[src/rtl/mdu_pkg.sv]
// Shared encodings and constants for the mdu_hilo multiply/divide unit.
package mdu_pkg;

    typedef enum logic [1:0] {
        OP_MULT  = 2'b00,
        OP_MULTU = 2'b01,
        OP_DIV   = 2'b10,
        OP_DIVU  = 2'b11
    } op_e;

    typedef enum logic [1:0] {
        S_IDLE = 2'b00,
        S_CALC = 2'b01,
        S_FIX  = 2'b10
    } state_e;

    localparam int MAX_W = 64;
    // LO value written on divide by zero (all ones, sliced to WIDTH by the user)
    localparam logic [MAX_W-1:0] DIV0_LO = {MAX_W{1'b1}};

    function automatic logic op_is_signed(input logic [1:0] op);
        return ~op[0];
    endfunction

    function automatic logic op_is_div(input logic [1:0] op);
        return op[1];
    endfunction

endpackage

[src/rtl/mdu_signfix.sv]
// Combinational conditional two's-complement negate.
module mdu_signfix #(
    parameter int W = 32
) (
    input  logic [W-1:0] in,
    input  logic         neg,
    output logic [W-1:0] out
);

    assign out = neg ? (~in + {{(W-1){1'b0}}, 1'b1}) : in;

endmodule

[src/rtl/mdu_hilo.sv]
// Iterative MULT/MULTU/DIV/DIVU unit with architectural HI/LO registers.
// Optional multiply early-out when MDU_EARLY_OUT_EN is defined.
module mdu_hilo
    import mdu_pkg::*;
#(
    parameter int WIDTH = 32,
    parameter int CNT_W = 6
) (
    input  logic             clk,
    input  logic             rst,
    input  logic             start,
    input  logic [1:0]       op,
    input  logic [WIDTH-1:0] a,
    input  logic [WIDTH-1:0] b,
    input  logic             we_hi,
    input  logic             we_lo,
    input  logic [WIDTH-1:0] wdata,
    output logic             busy,
    output logic             done,
    output logic [WIDTH-1:0] hi,
    output logic [WIDTH-1:0] lo
);

    localparam logic [CNT_W-1:0] LAST_CNT = CNT_W'(WIDTH - 1);

    state_e               state_r, state_nxt_s;
    logic                 is_div_r, div0_r, neg_q_r, neg_rem_r;
    logic [WIDTH-1:0]     opa_r, opb_r;
    logic [2*WIDTH-1:0]   acc_r;
    logic [CNT_W-1:0]     cnt_r;
    logic                 busy_r, done_r;
    logic [WIDTH-1:0]     hi_r, lo_r;

    logic                 neg_a_s, neg_b_s;
    logic [WIDTH-1:0]     mag_a_s, mag_b_s;
    logic [WIDTH:0]       mul_sum_s, div_shift_s, div_diff_s;
    logic [2*WIDTH-1:0]   mul_acc_s, mul_res_s, div_acc_s;
    logic [WIDTH-1:0]     mplier_nxt_s, rem_src_s;
    logic                 calc_last_s, mul_done_s, mul_zero_s, calc_skip_s, calc_end_s;
    logic [2*WIDTH-1:0]   prod_fix_s;
    logic [WIDTH-1:0]     quo_fix_s, rem_fix_s;
    logic [WIDTH-1:0]     hi_nxt_s, lo_nxt_s;
    logic                 busy_nxt_s, done_nxt_s;

    assign neg_a_s = op_is_signed(op) & a[WIDTH-1];
    assign neg_b_s = op_is_signed(op) & b[WIDTH-1];

    mdu_signfix #(.W(WIDTH))   u_mag_a (.in(a), .neg(neg_a_s), .out(mag_a_s));
    mdu_signfix #(.W(WIDTH))   u_mag_b (.in(b), .neg(neg_b_s), .out(mag_b_s));
    mdu_signfix #(.W(2*WIDTH)) u_prod  (.in(acc_r), .neg(neg_q_r), .out(prod_fix_s));
    mdu_signfix #(.W(WIDTH))   u_quo   (.in(acc_r[WIDTH-1:0]), .neg(neg_q_r), .out(quo_fix_s));
    mdu_signfix #(.W(WIDTH))   u_rem   (.in(rem_src_s), .neg(neg_rem_r), .out(rem_fix_s));

    // On divide by zero the untouched dividend magnitude sits in the low half
    assign rem_src_s = div0_r ? acc_r[WIDTH-1:0] : acc_r[2*WIDTH-1:WIDTH];

    // One shift-add or restoring-subtract step of the datapath
    always_comb begin
        mul_sum_s    = {1'b0, acc_r[2*WIDTH-1:WIDTH]}
                     + (opb_r[0] ? {1'b0, opa_r} : {(WIDTH+1){1'b0}});
        mul_acc_s    = {mul_sum_s, acc_r[WIDTH-1:1]};
        mplier_nxt_s = opb_r >> 1;
        div_shift_s  = acc_r[2*WIDTH-1:WIDTH-1];
        div_diff_s   = div_shift_s - {1'b0, opb_r};
        if (div_diff_s[WIDTH]) begin
            div_acc_s = {div_shift_s[WIDTH-1:0], acc_r[WIDTH-2:0], 1'b0};
        end else begin
            div_acc_s = {div_diff_s[WIDTH-1:0], acc_r[WIDTH-2:0], 1'b1};
        end
        calc_last_s = (cnt_r == LAST_CNT);
`ifdef MDU_EARLY_OUT_EN
        // Remaining iterations would only shift right; apply them in one step
        mul_zero_s = ~is_div_r & (opb_r == {WIDTH{1'b0}});
        mul_done_s = calc_last_s | (mplier_nxt_s == {WIDTH{1'b0}});
        mul_res_s  = mul_done_s ? (mul_acc_s >> (LAST_CNT - cnt_r)) : mul_acc_s;
`else
        mul_zero_s = 1'b0;
        mul_done_s = calc_last_s;
        mul_res_s  = mul_acc_s;
`endif
        calc_skip_s = div0_r | mul_zero_s;
        calc_end_s  = is_div_r ? calc_last_s : mul_done_s;
    end

    // FSM state register
    always_ff @(posedge clk) begin
        if (rst) begin
            state_r <= S_IDLE;
        end else begin
            state_r <= state_nxt_s;
        end
    end

    // FSM next-state logic
    always_comb begin
        state_nxt_s = state_r;
        case (state_r)
            S_IDLE: begin
                if (start) state_nxt_s = S_CALC;
                else       state_nxt_s = S_IDLE;
            end
            S_CALC: begin
                if (calc_skip_s || calc_end_s) state_nxt_s = S_FIX;
                else                           state_nxt_s = S_CALC;
            end
            S_FIX:   state_nxt_s = S_IDLE;
            default: state_nxt_s = S_IDLE;
        endcase
    end

    // FSM output logic: next values of the registered outputs
    always_comb begin
        hi_nxt_s   = hi_r;
        lo_nxt_s   = lo_r;
        busy_nxt_s = (state_nxt_s != S_IDLE);
        done_nxt_s = (state_r == S_FIX);
        case (state_r)
            S_IDLE: begin
                if (!start) begin
                    if (we_hi) hi_nxt_s = wdata;
                    else       hi_nxt_s = hi_r;
                    if (we_lo) lo_nxt_s = wdata;
                    else       lo_nxt_s = lo_r;
                end else begin
                    hi_nxt_s = hi_r;
                    lo_nxt_s = lo_r;
                end
            end
            S_FIX: begin
                if (is_div_r) begin
                    hi_nxt_s = rem_fix_s;
                    lo_nxt_s = div0_r ? DIV0_LO[WIDTH-1:0] : quo_fix_s;
                end else begin
                    hi_nxt_s = prod_fix_s[2*WIDTH-1:WIDTH];
                    lo_nxt_s = prod_fix_s[WIDTH-1:0];
                end
            end
            default: begin
                hi_nxt_s = hi_r;
                lo_nxt_s = lo_r;
            end
        endcase
    end

    // Output registers
    always_ff @(posedge clk) begin
        if (rst) begin
            busy_r <= 1'b0;
            done_r <= 1'b0;
            hi_r   <= {WIDTH{1'b0}};
            lo_r   <= {WIDTH{1'b0}};
        end else begin
            busy_r <= busy_nxt_s;
            done_r <= done_nxt_s;
            hi_r   <= hi_nxt_s;
            lo_r   <= lo_nxt_s;
        end
    end

    // Operand capture and iteration datapath
    always_ff @(posedge clk) begin
        if (rst) begin
            is_div_r  <= 1'b0;
            div0_r    <= 1'b0;
            neg_q_r   <= 1'b0;
            neg_rem_r <= 1'b0;
            opa_r     <= {WIDTH{1'b0}};
            opb_r     <= {WIDTH{1'b0}};
            acc_r     <= {(2*WIDTH){1'b0}};
            cnt_r     <= {CNT_W{1'b0}};
        end else begin
            case (state_r)
                S_IDLE: begin
                    if (start) begin
                        is_div_r  <= op_is_div(op);
                        div0_r    <= op_is_div(op) & (b == {WIDTH{1'b0}});
                        neg_q_r   <= neg_a_s ^ neg_b_s;
                        neg_rem_r <= neg_a_s;
                        opa_r     <= mag_a_s;
                        opb_r     <= mag_b_s;
                        acc_r     <= op_is_div(op) ? {{WIDTH{1'b0}}, mag_a_s}
                                                   : {(2*WIDTH){1'b0}};
                        cnt_r     <= {CNT_W{1'b0}};
                    end
                end
                S_CALC: begin
                    if (!calc_skip_s) begin
                        acc_r <= is_div_r ? div_acc_s : mul_res_s;
                        opb_r <= is_div_r ? opb_r : mplier_nxt_s;
                        cnt_r <= cnt_r + {{(CNT_W-1){1'b0}}, 1'b1};
                    end
                end
                default: begin
                    cnt_r <= cnt_r;
                end
            endcase
        end
    end

    assign busy = busy_r;
    assign done = done_r;
    assign hi   = hi_r;
    assign lo   = lo_r;

endmodule
[config.mk]
export PLATFORM = sky130hd
export DESIGN_NAME = mdu_hilo
export DESIGN_NICKNAME = d
export VERILOG_FILES = /design/src/rtl/mdu_pkg.sv /design/src/rtl/mdu_signfix.sv /design/src/rtl/mdu_hilo.sv
export SDC_FILE = /design/constraint.sdc
export NUM_CORES = 1
export LEC_CHECK = 0
export BUFFER_PORTS_ARGS = -buffer_cell sky130_fd_sc_hd__buf_2
export CAP_MARGIN = 5
export CORE_MARGIN = 2
export CORE_UTILIZATION = 40
export DETAILED_ROUTE_END_ITERATION = 6
export PLACE_DENSITY_LB_ADDON = 0.1
export SYNTH_ARGS = -nofsm -noshare
export SYNTH_HDL_FRONTEND = slang
export SYNTH_HIERARCHICAL = 1
export SYNTH_SLANG_ARGS = --single-unit
export TNS_END_PERCENT = 10
[constraint.sdc]
create_clock -name clk -period 3.3 [get_ports clk]
set_input_delay 0.495 -clock clk [delete_from_list [all_inputs] [get_ports clk]]
set_output_delay 0.495 -clock clk [all_outputs]
set_load 0.01 [all_outputs]
# Yosys cells after proc, flatten, opt, wreduce, memory -nomap -nowiden
# Cells that the tools add are included.
dict set report totals {
  regBits 206
  input_bits 103
  output_inout_bits 66
  word_cells 83
}
dict set report classes {
  addsub 8
  eq_ne 9
  muxes 32
  bitwise 10
  n_reduce_logical 11
}
# cell n
set ops {}
lappend ops {{two-way mux 32 bit} 17}
lappend ops {{two-way mux 64 bit} 5}
lappend ops {{one-hot mux 32 bit (2 select lines)} 3}
lappend ops {{adder 32 x 1 -> 32 bit, second input constant} 4}
lappend ops {{NOT 32 bit} 4}
lappend ops {{one-hot mux 64 bit (2 select lines)} 1}
lappend ops {{adder 64 x 1 -> 64 bit, second input constant} 1}
lappend ops {{NOT 64 bit} 1}
lappend ops {{adder 32 x 32 -> 33 bit} 1}
lappend ops {{subtractor 33 x 32 -> 33 bit} 1}
lappend ops {{zero test 32 bit} 1}
lappend ops {{two-way mux 6 bit} 2}
lappend ops {{!= test 2 bit, second input constant} 6}
lappend ops {{one-hot mux 6 bit (2 select lines)} 1}
lappend ops {{AND reduction 3 bit} 3}
lappend ops {{adder 6 x 1 -> 6 bit, second input constant} 1}
lappend ops {{== test 6 x 5 -> 1 bit, second input constant} 1}
lappend ops {{nonzero test 2 bit} 3}
lappend ops {{one-hot mux 2 bit (2 select lines)} 1}
lappend ops {{AND reduction 4 bit} 1}
lappend ops {{AND 1 bit} 3}
lappend ops {{== test 2 x 1 -> 1 bit, second input constant} 1}
lappend ops {{== test 2 bit, second input constant} 1}
lappend ops {{zero test 2 bit} 1}
lappend ops {{other kinds (6)} 6}

# Logic depth before layout (Yosys ltp)
# Gate-level depths: netlist (run 1).
dict set report logic_depth {
  depth_word 6
  mapped_depth 15
  ltp_nobuf 13
}

# Modules after synthesis
# The synthesis (run 1) kept the hierarchy.
# mod n_inst cells_per_inst area_per_inst_um2 seq_area_each_um2
set modules_own_cells {}
lappend modules_own_cells {mdu_hilo 1 1816 13824.5 4124.0}
lappend modules_own_cells {{mdu_signfix (u_mag_a ...)} 4 99 777.0 0.0}
lappend modules_own_cells {{mdu_signfix (u_prod)} 1 206 1649.1 0.0}

# Least setup slack after synthesis (run 1)
# OpenSTA, ideal clock, no wires.
dict set report synth_path {
  kind {register to register}
  from {reg opb_r[0]}
  to {reg acc_r[55]}
  setup_time_ns 0.059
  arrival_time_ns 3.107
  t_required_ns 3.241
  setup_slack_ns 0.134
  path_stages_with_launch 15
  path_buffers 1
  synth_period_minus_slack_ns 3.166
  cell_sequence {dfxtp_1 clkbuf_1 and2_1 ha_1 inv_1 fa_1 nand2b_1 a21oi_1 o21ai_0 a21oi_1 o21ai_0 a31oi_1 mux2_2 a311oi_2 a22o_1}
}
dict set report synth_between {
  elab_chain_len 5
  word_cells_on_any_way 7
  classes_between {2 x add/sub; 5 x mux}
}
# item line_no
set synth_lines {}
lappend synth_lines {{start, declared} mdu_hilo.sv:28} ;# logic [WIDTH-1:0] opa_r, opb_r;
lappend synth_lines {{start signal, assigned} mdu_hilo.sv:168} ;# opb_r <= {WIDTH{1'b0}};
lappend synth_lines {{start signal, assigned} mdu_hilo.sv:180} ;# opb_r <= mag_b_s;
lappend synth_lines {{start signal, assigned} mdu_hilo.sv:189} ;# opb_r <= is_div_r ? opb_r : mplier_nxt_s;
lappend synth_lines {{subtractor 33 x 32 -> 33 bit / two-way mux 32 bit (equally long branches)} {mdu_hilo.sv:64, mdu_hilo.sv:60}}
lappend synth_lines {{two-way mux 64 bit / adder 32 x 32 -> 33 bit (equally long branches)} {mdu_hilo.sv:65, mdu_hilo.sv:60}}
lappend synth_lines {{two-way mux 64 bit (*)} mdu_hilo.sv:188} ;# acc_r <= is_div_r ? div_acc_s : mul_res_s;
lappend synth_lines {{two-way mux 64 bit (*)} mdu_hilo.sv:187} ;# if (!calc_skip_s) begin
lappend synth_lines {{one-hot mux 64 bit (2 select lines) (*)} mdu_hilo.sv:172} ;# case (state_r)
lappend synth_lines {{end signal, assigned} mdu_hilo.sv:169} ;# acc_r <= {(2*WIDTH){1'b0}};
lappend synth_lines {{end signal, assigned} mdu_hilo.sv:181} ;# acc_r <= op_is_div(op) ? {{WIDTH{1'b0}}, mag_a_s}
lappend synth_lines {{end signal, assigned} mdu_hilo.sv:188}
lappend synth_lines {{end, declared} mdu_hilo.sv:29} ;# logic [2*WIDTH-1:0] acc_r;
# Every way passes the cells marked *; elsewhere a longest branch is shown, timed or not. The select of a mux whose other input is x is not followed.
# A chain may end at the register's enable or synchronous reset.

# Worst setup path in the final report (run 1)
dict set report layout_path {
  from {reg acc_r[44]}
  to {reg acc_r[63]}
}
dict set report layout_between {
  elab_chain_len 5
  word_cells_on_any_way 6
  classes_between {2 x add/sub; 4 x mux}
}
# item line_no
set layout_lines {}
lappend layout_lines {{subtractor 33 x 32 -> 33 bit} mdu_hilo.sv:64} ;# div_diff_s = div_shift_s - {1'b0, opb_r};
lappend layout_lines {{two-way mux 64 bit} mdu_hilo.sv:65} ;# if (div_diff_s[WIDTH]) begin
lappend layout_lines {{two-way mux 64 bit (*)} mdu_hilo.sv:188}
lappend layout_lines {{two-way mux 64 bit (*)} mdu_hilo.sv:187}
lappend layout_lines {{one-hot mux 64 bit (2 select lines) (*)} mdu_hilo.sv:172}
# Marked as above.

==> results of run 1 <==
-- worst reg2reg max path, delay by kind of cell, from the launching register on --
| kind | cells | cell delay (ps) |
|---|---|---|
| AOI/OAI and AO/OA | 7 | 1280 |
| and+or+nand+nor | 2 | 660 |
| adders and majority gates | 1 | 500 |
| DFF | 1 | 450 |
| buffers and inverters | 1 | 200 |
-- routing by layer --
layer  part of all wire  up-vias
li1                   -     9271
met1               0.48     9322
met2               0.41      715
met3              0.083      100
met4              0.025        4
met5            0.00026        -
-- cell families after synthesis --
family,share of synthesized area
DFF,0.222
and+or+nand+nor,0.248
muxes,0.0615
adders and majority gates,0.0493
AOI/OAI and AO/OA,0.262
xor gates and xnor gates,0.108
buffers and inverters,0.0488
-- worst max-delay path by stage --
stage	startpoint	endpoint	slack (ps)	cells after the start
after CTS	opb_r[0]	acc_r[63]	7	13
after floorplan	opb_r[0]	acc_r[55]	130	14
after global routing	acc_r[44]	acc_r[63]	10	11
final	acc_r[44]	acc_r[63]	130	11
after global placement	opb_r[0]	acc_r[55]	50	12
after detailed placement	opb_r[0]	acc_r[55]	-40	12
-- flip-flops by register name, indices dropped and copies added, names as in the netlist --
| name | cells |
|---|---|
| state_r | 2 |
| is_div_r | 1 |
| lo | 32 |
| neg_q_r | 1 |
| calc_skip_s | 1 |
| neg_rem_r | 1 |
| opb_r | 32 |
| hi | 32 |
| done | 1 |
| busy | 1 |
| opa_r | 32 |
| acc_r | 64 |
| cnt_r | 6 |
-- stage by stage --
step,util,area [µm²],instances,power [mW],TNS (ps)
floorplan,-,18600,2418,4.73,0
global placement,0.454,20700,3164,5.71,0
detailed placement,0.454,20700,3164,5.73,-37.7
CTS,0.475,21600,3212,8.96,0
global route,0.476,21700,3212,9.39,0
finish,0.476,21700,3212,8.95,0
-- final cells by class --
type / instances / share of cell area
inverter: 69 / 0.0119
clock buffer: 35 / 0.0344
tap: 600 / 0.0346
timing repair buffer: 305 / 0.0896
clock inverter: 13 / 0.00940
sequential: 206 / 0.190
multi-input combinational: 1984 / 0.630
-- cell usage in the layout (no fill, tap or decap), types with 36 or more instances in the layout --
master                     instances
sky130_fd_sc_hd__buf_4           131
sky130_fd_sc_hd__o211ai_1         47
sky130_fd_sc_hd__inv_1            69
sky130_fd_sc_hd__a21oi_1         134
sky130_fd_sc_hd__nor2_1          190
sky130_fd_sc_hd__o221ai_1         36
sky130_fd_sc_hd__a311oi_1         98
sky130_fd_sc_hd__nor3_1           70
sky130_fd_sc_hd__xnor2_1         208
sky130_fd_sc_hd__and2_1           40
sky130_fd_sc_hd__mux2i_1          80
sky130_fd_sc_hd__dfxtp_1         204
sky130_fd_sc_hd__nand2_1         356
sky130_fd_sc_hd__buf_2           167
sky130_fd_sc_hd__ha_1             67
sky130_fd_sc_hd__o21ai_0         105
sky130_fd_sc_hd__o31ai_1          55
-- power groups by stage --
| stage | Combinational (mW) | Clock (mW) | Sequential, mW |
|---|---|---|---|
| global route | 3.16 | 3.37 | 2.86 |
| floorplan | 1.80 | 0 | 2.92 |
| global placement | 2.82 | 0 | 2.89 |
| finish | 2.90 | 3.21 | 2.84 |
| CTS | 2.84 | 3.28 | 2.84 |
| detailed placement | 2.83 | 0 | 2.89 |
-- timing repair --
item                                    in CTS  in global routing
resized for setup                            1                 23
endpoints found under the setup margin       2                 23
pin swaps                                    0                  1
==> impl_metrics.prom, run 1 <==
# TYPE chip_impl_metric gauge
chip_impl_metric{name="holdBufCountCts",unit=""} 0
chip_impl_metric{name="chipWidth",unit="µm"} 220
chip_impl_metric{name="initial_antenna_violation_count",unit=""} 2
chip_impl_metric{name="cellPowerDensity",unit="nW/µm²"} 412
chip_impl_metric{name="critPathRequiredTime",unit="ps"} 3780
chip_impl_metric{name="fin_worst_skew",unit="ps"} 16.5
chip_impl_metric{name="final_period_demand_of_the_worst_path",unit="ps"} 3170
chip_impl_metric{name="netlist.area_leader.share",unit=""} 0.222
chip_impl_metric{name="dp_slack",unit="ps"} -37.7
chip_impl_metric{name="post_synth.cell_area_avg",unit="µm²"} 7.68
chip_impl_metric{name="grt_first_pass_wirelength",unit="µm"} 109000
chip_impl_metric{name="layout_overhead_on_the_synthesized_area",unit="%"} 16.8
chip_impl_info{name="worstHoldEndpoint",value="lo[23]"} 1
chip_impl_metric{name="die-area",unit="µm²"} 48200
chip_impl_info{name="crit_family",value="compound AO/OA/AOI/OAI gates"} 1
chip_impl_info{name="timing.setup.critical_path_class",value="flop to flop"} 1
chip_impl_info{name="hp_start",value="wdata[23]"} 1
chip_impl_metric{name="wirelength",unit="µm"} 71800
chip_impl_metric{name="clkPwrFrac",unit=""} 0.358
chip_impl_info{name="synth.area.top_cells",value="sky130_fd_sc_hd__dfxtp_1, sky130_fd_sc_hd__xnor2_1, sky130_fd_sc_hd__nand2_1"} 1
chip_impl_metric{name="ratio_of_cells_with_drive_above_1_in_the_final_layout",unit=""} 0.190
chip_impl_metric{name="max_slew_margin",unit=""} 0.262
chip_impl_info{name="cp-start-kind",value="flop"} 1
chip_impl_metric{name="synth-edff-count",unit=""} 0
chip_impl_metric{name="p_sw",unit="mW"} 3.20
chip_impl_info{name="gr-max-usage-layer",value="met1"} 1
chip_impl_metric{name="seqCellArea",unit="µm²"} 4130
chip_impl_metric{name="first_drt_pass_iteration_count",unit=""} 6
chip_impl_metric{name="multi_input_comb_area",unit="µm²"} 13700
chip_impl_metric{name="ff2ff_setup_slack",unit="ps"} 130
chip_impl_metric{name="grt_max_degree",unit=""} 73
chip_impl_metric{name="power.switching_fraction",unit=""} 0.357
chip_impl_metric{name="syn_nets",unit=""} 2593
chip_impl_metric{name="timing.critical_path.fanout_max",unit=""} 11
chip_impl_metric{name="clk-insertion-delay-late",unit="ps"} 570
chip_impl_info{name="cts_tree",value="done"} 1
chip_impl_metric{name="critPathBufInv",unit=""} 1
chip_impl_metric{name="num_vias",unit=""} 19400
chip_impl_info{name="critical_r2r_launch",value="acc_r[44]"} 1
chip_impl_metric{name="fin_hold_ws",unit="ps"} 208
chip_impl_metric{name="reg2regPathDepth",unit=""} 11
chip_impl_metric{name="cts.htree.levels",unit=""} 1
chip_impl_metric{name="report.final.setup_viol",unit=""} 0
chip_impl_metric{name="sequential_group_share_of_total_power",unit=""} 0.317
chip_impl_info{name="synth_largest_area_cell",value="sky130_fd_sc_hd__dfxtp_1"} 1
chip_impl_metric{name="detail-route-antenna-nets",unit=""} 0
chip_impl_metric{name="grt_pass1_vias",unit=""} 18000
chip_impl_metric{name="n_fill_cell",unit=""} 4587
chip_impl_metric{name="slew_violations",unit=""} 0
chip_impl_info{name="result_of_the_run",value="finished, final reports clean"} 1
chip_impl_metric{name="synth-seq-area-share",unit=""} 0.222
chip_impl_metric{name="cts_sinks",unit=""} 206
chip_impl_metric{name="synth_cell_types",unit=""} 87
chip_impl_metric{name="cts_made_buffers",unit=""} 26
chip_impl_metric{name="numnets_final",unit=""} 2767
chip_impl_metric{name="globalRouteMet2Util",unit=""} 0.428
chip_impl_metric{name="combPwrFrac",unit=""} 0.324
chip_impl_metric{name="synth_seq_cells",unit=""} 206
chip_impl_metric{name="io_pins",unit=""} 169
chip_impl_metric{name="row_count",unit=""} 78
chip_impl_info{name="setup_repair_after_global_routing_missed_its_margin",value="false"} 1
chip_impl_metric{name="clock_tree.buffer_depth",unit=""} 3
chip_impl_metric{name="critPathArrivalTime",unit="ps"} 3640
chip_impl_metric{name="port_buffers",unit=""} 168
chip_impl_metric{name="use_met1",unit=""} 0.428
chip_impl_metric{name="start_util",unit=""} 0.408
chip_impl_info{name="synthTopCellsByCount",value="sky130_fd_sc_hd__nand2_1, sky130_fd_sc_hd__xnor2_1, sky130_fd_sc_hd__dfxtp_1, sky130_fd_sc_hd__nor2_1, sky130_fd_sc_hd__a21oi_1"} 1
chip_impl_metric{name="worstHoldPathCells",unit=""} 3
chip_impl_metric{name="drtIter0Drc",unit=""} 1830
chip_impl_metric{name="viasPerCell",unit=""} 6.04
chip_impl_metric{name="static-leakage-power",unit="nW"} 8.32
chip_impl_info{name="crit_chain",value="ha_2, a21oi_1, o21ai_1, nor2_1, or4_4, o21bai_4, a21oi_2, buf_4, o21bai_1, a311o_1, a311oi_1"} 1
chip_impl_info{name="clockRootBuffer",value="sky130_fd_sc_hd__clkbuf_16"} 1
chip_impl_info{name="synthMostInstantiatedCell",value="sky130_fd_sc_hd__nand2_1"} 1
chip_impl_metric{name="track_usage",unit=""} 0.291
chip_impl_metric{name="yosysWarningCount",unit=""} 6
chip_impl_metric{name="intPower",unit="mW"} 5.75
chip_impl_metric{name="synthesis.area",unit="µm²"} 18600
chip_impl_metric{name="slew_at_the_pin_closest_to_its_max_slew_limit",unit="ps"} 1100
chip_impl_metric{name="remaining_overflow_grt",unit=""} 0
chip_impl_metric{name="placeableCoreArea",unit="µm²"} 45600
chip_impl_info{name="worstSetupEndpointType",value="flop"} 1
chip_impl_metric{name="worst_ir_drop_vdd",unit="V"} 0.000373
chip_impl_metric{name="postCtsSetupRepairBufs",unit=""} 0
chip_impl_info{name="dominantRegCellSynth",value="sky130_fd_sc_hd__dfxtp_1"} 1
chip_impl_metric{name="peak_per_stage_delay_on_the_critical_path",unit="ps"} 520
chip_impl_info{name="hp-class",value="input pin to flop"} 1
chip_impl_metric{name="place.detailed.hpwl",unit="µm"} 55400
chip_impl_metric{name="clock_pin_transition_on_the_worst_setup_and_hold_timing_paths",unit="ps"} 70
chip_impl_metric{name="gpl.final_weighted_congestion",unit=""} 0.957
chip_impl_metric{name="dieHeight",unit="µm"} 220
chip_impl_metric{name="hold_viol",unit=""} 0
chip_impl_metric{name="final.setup.worst_slack",unit="ps"} 135
chip_impl_metric{name="async_set_or_reset_flop_fraction_in_the_synthesized_netlist",unit=""} 0
chip_impl_metric{name="drcViolationCount",unit=""} 0
chip_impl_info{name="worst_path_max_delay_cell",value="sky130_fd_sc_hd__or4_4"} 1
chip_impl_metric{name="antennaDiodeCount",unit=""} 0
chip_impl_metric{name="cap_viol_max_count",unit=""} 0
chip_impl_info{name="worstReg2RegEnd",value="acc_r[63]"} 1
chip_impl_metric{name="min_period_over_period",unit=""} 0.959
chip_impl_metric{name="met3_usage",unit=""} 0.0596
chip_impl_metric{name="avgRoutedWirePerCell",unit="µm"} 22.3
chip_impl_metric{name="post_synthesis_cell_count",unit=""} 2418
chip_impl_metric{name="max_freq",unit="MHz"} 316
Power figures use the tool's default switching activity.
==> inputs of run 2 (changes only) <==
--- a/config.mk
+++ b/config.mk
@@ -11,8 +11,8 @@
 export CORE_UTILIZATION = 40
 export DETAILED_ROUTE_END_ITERATION = 6
 export PLACE_DENSITY_LB_ADDON = 0.1
+export SETUP_SLACK_MARGIN = 0.5
 export SYNTH_ARGS = -nofsm -noshare
 export SYNTH_HDL_FRONTEND = slang
-export SYNTH_HIERARCHICAL = 1
 export SYNTH_SLANG_ARGS = --single-unit
 export TNS_END_PERCENT = 10
==> run 2 against run 1 <==
  * Non-clock buffer count grew 109
  * Setup slack gained 92 ps
  * First-iteration DRC count shrank 20%
  * Synthesized cell count shrank 7.3%
  * Sequential cell count is the same
  * Maximum frequency grew 3.0%
  * Clock skew grew 3.0 ps
  * Largest cell class unchanged
==> impl_metrics.prom, run 2 <==
# TYPE chip_impl_metric gauge
chip_impl_metric{name="static-leakage-power",unit="nW"} 8.51
chip_impl_metric{name="synth_seq_cells",unit=""} 206
chip_impl_metric{name="hold_viol",unit=""} 0
chip_impl_metric{name="final_period_demand_of_the_worst_path",unit="ps"} 3070
chip_impl_metric{name="die-area",unit="µm²"} 43500
chip_impl_metric{name="port_buffers",unit=""} 168
chip_impl_metric{name="reg2regPathDepth",unit=""} 9
chip_impl_metric{name="sequential_group_share_of_total_power",unit=""} 0.328
chip_impl_metric{name="placeableCoreArea",unit="µm²"} 41100
chip_impl_metric{name="largest_register_ffs",unit=""} 64
chip_impl_metric{name="cts.htree.levels",unit=""} 1
chip_impl_metric{name="synth-edff-count",unit=""} 0
chip_impl_metric{name="ratio_of_cells_with_drive_above_1_in_the_final_layout",unit=""} 0.246
chip_impl_metric{name="power.switching_fraction",unit=""} 0.348
chip_impl_metric{name="placed_cells_incl_taps",unit=""} 2971
chip_impl_metric{name="clock_tree.buffer_depth",unit=""} 3
chip_impl_metric{name="drtIter0Drc",unit=""} 1473
chip_impl_metric{name="cts_sinks",unit=""} 206
chip_impl_metric{name="fin_worst_skew",unit="ps"} 19.6
chip_impl_info{name="synthMostInstantiatedCell",value="sky130_fd_sc_hd__nor2_1"} 1
chip_impl_info{name="synth_largest_area_cell",value="sky130_fd_sc_hd__dfxtp_1"} 1
chip_impl_metric{name="synthesis.area",unit="µm²"} 16700
chip_impl_metric{name="netlist.area_leader.share",unit=""} 0.246
chip_impl_metric{name="drcViolationCount",unit=""} 0
chip_impl_metric{name="num_vias",unit=""} 18200
chip_impl_info{name="setup_repair_after_global_routing_missed_its_margin",value="true"} 1
chip_impl_metric{name="min_period_over_period",unit=""} 0.931
chip_impl_metric{name="fin_hold_ws",unit="ps"} 221
chip_impl_metric{name="report.final.setup_viol",unit=""} 0
chip_impl_info{name="synthTopCellsByCount",value="sky130_fd_sc_hd__nor2_1, sky130_fd_sc_hd__dfxtp_1, sky130_fd_sc_hd__a21oi_1, sky130_fd_sc_hd__nand2_1, sky130_fd_sc_hd__clkbuf_1"} 1
chip_impl_info{name="worstHoldEndpoint",value="opa_r[0]"} 1
chip_impl_metric{name="dp_slack",unit="ps"} -155
chip_impl_metric{name="slew_at_the_pin_closest_to_its_max_slew_limit",unit="ps"} 814
chip_impl_metric{name="yosysWarningCount",unit=""} 0
chip_impl_metric{name="combPwrFrac",unit=""} 0.325
chip_impl_metric{name="synth_simple_gate_area_share",unit=""} 0.203
chip_impl_info{name="dominantRegCellSynth",value="sky130_fd_sc_hd__dfxtp_1"} 1
chip_impl_metric{name="critPathArrivalTime",unit="ps"} 3490
chip_impl_metric{name="io_pins",unit=""} 169
chip_impl_info{name="hp_start",value="a[0]"} 1
chip_impl_metric{name="layoutNonFillerInstCount",unit=""} 3045
chip_impl_metric{name="final.setup.worst_slack",unit="ps"} 227
chip_impl_metric{name="gpl.final_weighted_congestion",unit=""} 0.947
chip_impl_info{name="cp-start-kind",value="flop"} 1
chip_impl_metric{name="synthMuxAreaShare",unit=""} 0.0535
chip_impl_info{name="mostFrequentLayoutCells",value="sky130_fd_sc_hd__buf_4, sky130_fd_sc_hd__nor2_1, sky130_fd_sc_hd__dfxtp_1"} 1
chip_impl_info{name="worstSetupStartpoint",value="acc_r[32]"} 1
chip_impl_metric{name="row_count",unit=""} 74
chip_impl_metric{name="track_usage",unit=""} 0.299
chip_impl_metric{name="grt_max_degree",unit=""} 70
chip_impl_metric{name="remaining_overflow_grt",unit=""} 0
chip_impl_metric{name="initial_antenna_violation_count",unit=""} 1
chip_impl_info{name="timing.setup.critical_path_class",value="flop to flop"} 1
chip_impl_info{name="result_of_the_run",value="finished, final reports clean"} 1
chip_impl_metric{name="max_slew_margin",unit=""} 0.457
chip_impl_metric{name="p_sw",unit="mW"} 2.98
chip_impl_metric{name="slew_violations",unit=""} 0
chip_impl_info{name="main_combinational_cell_family_by_area_after_synthesis",value="compound AO/OA/AOI/OAI gates"} 1
chip_impl_metric{name="dieHeight",unit="µm"} 209
chip_impl_info{name="cts_tree",value="done"} 1
chip_impl_info{name="worstSetupEndpointType",value="flop"} 1
chip_impl_metric{name="detail-route-antenna-nets",unit=""} 0
chip_impl_metric{name="seqCellArea",unit="µm²"} 4140
chip_impl_metric{name="timing.critical_path.fanout_max",unit=""} 4
chip_impl_info{name="synth.area.top_cells",value="sky130_fd_sc_hd__dfxtp_1, sky130_fd_sc_hd__xnor2_1, sky130_fd_sc_hd__a21oi_1"} 1
chip_impl_metric{name="post_synth.cell_area_avg",unit="µm²"} 7.47
chip_impl_metric{name="synth-seq-area-share",unit=""} 0.246
chip_impl_metric{name="worstHoldPathCells",unit=""} 3
chip_impl_metric{name="antennaDiodeCount",unit=""} 0
chip_impl_info{name="top_register",value="acc_r"} 1
chip_impl_info{name="layout.cells.most_common",value="sky130_fd_sc_hd__buf_4"} 1
chip_impl_info{name="clockRootBuffer",value="sky130_fd_sc_hd__clkbuf_16"} 1
chip_impl_metric{name="layout_overhead_on_the_synthesized_area",unit="%"} 27.1
chip_impl_metric{name="worst_ir_drop_vdd",unit="V"} 0.000429
chip_impl_metric{name="n_fill_cell",unit=""} 4118
chip_impl_metric{name="clkPwrFrac",unit=""} 0.347
chip_impl_metric{name="total_non_filler_cell_area_in_the_finished_layout",unit="µm²"} 21300
chip_impl_metric{name="max_freq",unit="MHz"} 325
chip_impl_metric{name="avgRoutedWirePerCell",unit="µm"} 22.0
chip_impl_metric{name="wirelength",unit="µm"} 66800
chip_impl_metric{name="cap_viol_max_count",unit=""} 0
chip_impl_metric{name="intPower",unit="mW"} 5.60
chip_impl_metric{name="synth_cell_types",unit=""} 75
chip_impl_metric{name="async_set_or_reset_flop_fraction_in_the_synthesized_netlist",unit=""} 0
chip_impl_metric{name="chipWidth",unit="µm"} 209
chip_impl_metric{name="placement.cell_area",unit="µm²"} 19300
chip_impl_metric{name="place.detailed.hpwl",unit="µm"} 51700
chip_impl_metric{name="numnets_final",unit=""} 2670
chip_impl_metric{name="holdBufCountCts",unit=""} 0
chip_impl_metric{name="clk-insertion-delay-late",unit="ps"} 560
chip_impl_metric{name="grt_pass1_vias",unit=""} 17200
chip_impl_metric{name="post_synthesis_cell_count",unit=""} 2241
chip_impl_metric{name="viasPerCell",unit=""} 5.98
chip_impl_metric{name="start_util",unit=""} 0.407
chip_impl_metric{name="synth_compound_area_frac",unit=""} 0.280
chip_impl_metric{name="clock_pin_transition_on_the_worst_setup_and_hold_timing_paths",unit="ps"} 60
chip_impl_info{name="critical_r2r_launch",value="acc_r[32]"} 1
chip_impl_metric{name="first_drt_pass_iteration_count",unit=""} 7
chip_impl_metric{name="synthAdderAreaFrac",unit=""} 0.0540
chip_impl_metric{name="critPathRequiredTime",unit="ps"} 3710
chip_impl_metric{name="cts_made_buffers",unit=""} 26
chip_impl_info{name="worstReg2RegEnd",value="hi[22]"} 1
chip_impl_metric{name="post_synth_xor_area_fraction",unit=""} 0.107
chip_impl_metric{name="syn_nets",unit=""} 2415
chip_impl_metric{name="grt_first_pass_wirelength",unit="µm"} 102000
chip_impl_metric{name="cellPowerDensity",unit="nW/µm²"} 403
chip_impl_info{name="hp-class",value="input pin to flop"} 1
chip_impl_metric{name="multi_input_comb_area",unit="µm²"} 12500
chip_impl_metric{name="ff2ff_setup_slack",unit="ps"} 230
## run 2: cell count changes after synthesis, moves of 24 or more
cell                       change
sky130_fd_sc_hd__nand2_1     -172
sky130_fd_sc_hd__a311oi_1     -93
sky130_fd_sc_hd__xnor2_1      -89
sky130_fd_sc_hd__xor2_1       +63
sky130_fd_sc_hd__a21oi_1      +59
sky130_fd_sc_hd__a211oi_1     +44
sky130_fd_sc_hd__o21ai_0      +44
sky130_fd_sc_hd__clkbuf_1     +40
sky130_fd_sc_hd__nor2_1       +29
sky130_fd_sc_hd__o221ai_1     +28
sky130_fd_sc_hd__mux2_2       -25
sky130_fd_sc_hd__o31ai_1      -25
sky130_fd_sc_hd__o211ai_1     -24
## run 2: power groups by stage
stage	Clock, mW	Sequential [mW]	Combinational (mW)
2_1_floorplan	0	2.81	1.59
3_3_place_gp	0	2.86	2.54
3_5_place_dp	0	2.86	2.55
4_1_cts	3.04	2.81	2.71
5_1_grt	3.12	2.83	3.02
6_report	2.98	2.81	2.79
## run 2: worst max-delay path, stage by stage (launching register included)
cell and delay (ps):
sky130_fd_sc_hd__dfxtp_1 350, sky130_fd_sc_hd__buf_4 170, sky130_fd_sc_hd__or4_1 600, sky130_fd_sc_hd__nor3_4 240, sky130_fd_sc_hd__nand4_1 250, sky130_fd_sc_hd__or4_4 530, sky130_fd_sc_hd__o41ai_2 290, sky130_fd_sc_hd__xnor2_1 160
sky130_fd_sc_hd__a222oi_1 220, sky130_fd_sc_hd__a21oi_1 110
## run 2: layer usage
metal	vias to the layer above	wire [µm]	GRT usage
met5	-	13	0
met4	2	1760	0.0759
met2	629	28700	0.453
met3	104	4690	0.0460
met1	8755	31700	0.439
li1	8709	-	-
## run 2: worst max path at each step
| stage | slack, ps | depth (start not counted) | end |
|---|---|---|---|
| 6_report | 230 | 9 | hi[22] |
| 3_5_place_dp | -160 | 10 | opb_r[30] |
| 2_1_floorplan | 60 | 17 | hi[30] |
| 3_3_place_gp | -140 | 10 | opb_r[30] |
| 5_1_grt | 100 | 9 | hi[22] |
| 4_1_cts | 240 | 10 | hi[29] |
## run 2: cell type report
class,instances,share of cell area
flip-flops and latches,206,0.195
well taps,532,0.0313
repair buffers,414,0.134
clock inverters,11,0.00676
multi-input cells,1789,0.589
clock buffers,34,0.0344
inverters,59,0.0104
## run 2: logic make-up after synthesis
| group | after synthesis |
|---|---|
| xor+xnor | 204 |
| fa+ha+maj | 71 |
| flops | 206 |
| mux | 89 |
| compound gates | 718 |
| buf+inv | 246 |
| simple gates | 707 |
## run 2: timing repair
item / in CTS / in global routing
endpoints found under the setup margin: 62 / 78
buffers inserted: 20 / 6
cloned: 3 / 0
resized for setup: 118 / 58
pin swaps: 60 / 25
## run 2: through the flow
step	total power, mW	utilization	setup TNS (ps)
after CTS	8.55	0.510	0
after floorplan	4.40	-	0
after global placement	5.39	0.470	-326
after detailed placement	5.41	0.470	-533
after global routing	8.97	0.518	0
final	8.58	0.518	0
==> inputs of run 3 (changes only) <==
--- a/config.mk
+++ b/config.mk
@@ -7,7 +7,6 @@
 export LEC_CHECK = 0
 export BUFFER_PORTS_ARGS = -buffer_cell sky130_fd_sc_hd__buf_2
 export CAP_MARGIN = 5
-export CORE_MARGIN = 2
 export CORE_UTILIZATION = 40
 export DETAILED_ROUTE_END_ITERATION = 6
 export PLACE_DENSITY_LB_ADDON = 0.1
==> run 3 against run 2 <==
  * Routed wire length hardly changed
  * The run now ends with DRC left
  * Maximum frequency is 0.57% higher
  * Non-clock buffer count is 26 lower
  * Register-to-register slack better by 20 ps
  * Core utilization is 1.1 points lower
  * Global-route usage is 0.53 points higher
  * Highest routed layer is now met4
  * Sequential power hardly changed
  * Clock-buffer cell count is 1 higher
  * Critical path depth is 5 higher
  * Power is 0.16% lower
  * Combinational power is 3% lower
==> impl_metrics.prom, run 3 (synthesized netlist as in run 2, its figures left out) <==
# TYPE chip_impl_metric gauge
chip_impl_metric{name="worstHoldPathCells",unit=""} 3
chip_impl_metric{name="multi_input_comb_area",unit="µm²"} 12200
chip_impl_metric{name="ratio_of_cells_with_drive_above_1_in_the_final_layout",unit=""} 0.220
chip_impl_metric{name="ff2ff_setup_slack",unit="ps"} 240
chip_impl_metric{name="worst_ir_drop_vdd",unit="V"} 0.000355
chip_impl_metric{name="largest_register_ffs",unit=""} 64
chip_impl_info{name="critical_r2r_launch",value="opb_r[0]"} 1
chip_impl_metric{name="drcViolationCount",unit=""} 9
chip_impl_metric{name="die-area",unit="µm²"} 42700
chip_impl_info{name="cts_tree",value="done"} 1
chip_impl_metric{name="total_non_filler_cell_area_in_the_finished_layout",unit="µm²"} 20800
chip_impl_metric{name="remaining_overflow_grt",unit=""} 0
chip_impl_metric{name="num_vias",unit=""} 18100
chip_impl_metric{name="drtIter0Drc",unit=""} 1507
chip_impl_info{name="hp_start",value="a[0]"} 1
chip_impl_metric{name="initial_antenna_violation_count",unit=""} 1
chip_impl_metric{name="wirelength",unit="µm"} 66900
chip_impl_metric{name="grt_first_pass_wirelength",unit="µm"} 99300
chip_impl_metric{name="gpl.final_weighted_congestion",unit=""} 0.949
chip_impl_metric{name="clock_tree.buffer_depth",unit=""} 3
chip_impl_metric{name="hold_viol",unit=""} 0
chip_impl_info{name="top_register",value="acc_r"} 1
chip_impl_metric{name="critPathRequiredTime",unit="ps"} 3790
chip_impl_metric{name="max_slew_margin",unit=""} 0.467
chip_impl_info{name="worstHoldEndpoint",value="opa_r[0]"} 1
chip_impl_metric{name="cts_made_buffers",unit=""} 27
chip_impl_metric{name="antennaDiodeCount",unit=""} 0
chip_impl_info{name="result_of_the_run",value="finished, violations left"} 1
chip_impl_metric{name="place.detailed.hpwl",unit="µm"} 51100
chip_impl_info{name="worstSetupEndpointType",value="flop"} 1
chip_impl_metric{name="cts_sinks",unit=""} 206
chip_impl_metric{name="max_freq",unit="MHz"} 327
chip_impl_metric{name="numnets_final",unit=""} 2645
chip_impl_info{name="mostFrequentLayoutCells",value="sky130_fd_sc_hd__nor2_1, sky130_fd_sc_hd__buf_4, sky130_fd_sc_hd__dfxtp_1"} 1
chip_impl_metric{name="utilization",unit=""} 0.507
chip_impl_metric{name="timing.critical_path.fanout_max",unit=""} 5
chip_impl_metric{name="report.final.setup_viol",unit=""} 0
chip_impl_metric{name="n_fill_cell",unit=""} 4092
chip_impl_metric{name="post-layout-total-power",unit="mW"} 8.57
chip_impl_metric{name="cellPowerDensity",unit="nW/µm²"} 412
chip_impl_metric{name="grt_pass1_vias",unit=""} 16700
chip_impl_info{name="worstReg2RegEnd",value="acc_r[63]"} 1
chip_impl_metric{name="slew_at_the_pin_closest_to_its_max_slew_limit",unit="ps"} 798
chip_impl_metric{name="min_period_over_period",unit=""} 0.926
chip_impl_metric{name="detail-route-antenna-nets",unit=""} 0
chip_impl_info{name="clockRootBuffer",value="sky130_fd_sc_hd__clkbuf_16"} 1
chip_impl_metric{name="final_period_demand_of_the_worst_path",unit="ps"} 3060
chip_impl_metric{name="start_util",unit=""} 0.408
chip_impl_metric{name="placeableCoreArea",unit="µm²"} 41000
chip_impl_metric{name="dieHeight",unit="µm"} 207
chip_impl_metric{name="cap_viol_max_count",unit=""} 0
chip_impl_info{name="setup_repair_after_global_routing_missed_its_margin",value="true"} 1
chip_impl_metric{name="chipWidth",unit="µm"} 207
chip_impl_metric{name="holdBufCountCts",unit=""} 0
chip_impl_metric{name="track_usage",unit=""} 0.304
chip_impl_metric{name="first_drt_pass_iteration_count",unit=""} 7
chip_impl_metric{name="layout_overhead_on_the_synthesized_area",unit="%"} 24.2
chip_impl_metric{name="clock_pin_transition_on_the_worst_setup_and_hold_timing_paths",unit="ps"} 60
chip_impl_metric{name="viasPerCell",unit=""} 5.97
chip_impl_metric{name="fin_worst_skew",unit="ps"} 18.9
chip_impl_metric{name="slew_violations",unit=""} 0
chip_impl_metric{name="critPathArrivalTime",unit="ps"} 3540
chip_impl_metric{name="port_buffers",unit=""} 168
chip_impl_metric{name="cts.htree.levels",unit=""} 1
chip_impl_info{name="timing.setup.critical_path_class",value="flop to flop"} 1
chip_impl_info{name="violations",value="DRC"} 1
chip_impl_metric{name="io_pins",unit=""} 169
chip_impl_info{name="cp-start-kind",value="flop"} 1
chip_impl_metric{name="grt_max_degree",unit=""} 75
chip_impl_metric{name="static-leakage-power",unit="nW"} 8.44
chip_impl_metric{name="avgRoutedWirePerCell",unit="µm"} 22.1
chip_impl_metric{name="clk-insertion-delay-late",unit="ps"} 570
chip_impl_info{name="hp-class",value="input pin to flop"} 1
chip_impl_info{name="layout.cells.most_common",value="sky130_fd_sc_hd__nor2_1"} 1
chip_impl_metric{name="seqCellArea",unit="µm²"} 4150
chip_impl_metric{name="reg2regPathDepth",unit=""} 14
chip_impl_metric{name="row_count",unit=""} 74
chip_impl_metric{name="placement.cell_area",unit="µm²"} 19200
## run 3: changes by cell type in the layout (fill, tap and decap cells not counted), sizes merged
| cell | before | now |
|---|---|---|
| clkinvlp | 4 | 0 |
| bufinv | 3 | 2 |
| clkinv | 3 | 11 |
| buf | 413 | 386 |
| bufbuf | 1 | 0 |
| clkbuf | 34 | 37 |
## run 3: layout make-up
cell class | count | share of cell area
Sequential cell | 206 | 0.200
Timing Repair Buffer | 388 | 0.128
Multi-Input combinational cell | 1789 | 0.587
Clock buffer | 35 | 0.0368
Clock inverter | 14 | 0.00614
Tap cell | 532 | 0.0320
Inverter | 59 | 0.0107
## run 3: worst max-delay path, stage by stage (launching register included)
cell and delay (ps):
sky130_fd_sc_hd__dfxtp_4 370, sky130_fd_sc_hd__and2_4 150, sky130_fd_sc_hd__ha_4 130, sky130_fd_sc_hd__inv_2 40, sky130_fd_sc_hd__fa_2 350, sky130_fd_sc_hd__nand2b_4 160
sky130_fd_sc_hd__a21oi_4 170, sky130_fd_sc_hd__o2111ai_4 160, sky130_fd_sc_hd__a311oi_4 440, sky130_fd_sc_hd__a2111oi_4 140, sky130_fd_sc_hd__nor3_2 220, sky130_fd_sc_hd__buf_4 140
sky130_fd_sc_hd__o211ai_1 90, sky130_fd_sc_hd__a311o_1 290, sky130_fd_sc_hd__a31oi_1 130
## run 3: per-stage QoR
| stage | std cells | setup slack [ps] | setup TNS (ps) | hold WS (ps) |
|---|---|---|---|---|
| 2_1_floorplan | 2241 | 56.4 | 0 | 432 |
| 3_3_place_gp | 2957 | -146 | -178 | 431 |
| 3_5_place_dp | 2957 | -125 | -380 | 434 |
| 4_1_cts | 3011 | 214 | 0 | 185 |
| 5_1_grt | 3023 | 144 | 0 | 221 |
| 6_report | 3023 | 245 | 0 | 206 |
## run 3: layer usage
layer  up-vias  wire length [µm]  share of wire  track usage
li1       8654                 -              -            -
met1      8661             31500           0.47        0.443
met2       646             29100           0.43        0.462
met3        96              4670          0.070       0.0452
met4         0              1650          0.025       0.0801
met5         -                 0              0            0
## run 3: repair_timing
item	4_1_cts	5_1_grt
gates cloned	1	2
pin swaps	17	28
setup endpoints to repair	64	76
buffers inserted	4	10
gates resized for setup	39	74
## run 3: worst max-delay path by stage
stage | from | to | slack (ps) | depth (start not counted)
after global routing | opb_r[0] | acc_r[61] | 140 | 13
after detailed placement | b[12] | opb_r[30] | -120 | 10
after CTS | opb_r[0] | acc_r[61] | 210 | 13
final | opb_r[0] | acc_r[63] | 240 | 14
after global placement | b[12] | opb_r[30] | -150 | 10
after floorplan | calc_skip_s | hi[30] | 60 | 17
## run 3: power by group
part / total (mW) / internal (mW) / switching, mW
sequential: 2.83 / 2.66 / 0.173
combinational: 2.72 / 1.11 / 1.60
clock: 3.02 / 1.78 / 1.23
total: 8.57 / 5.55 / 3.01
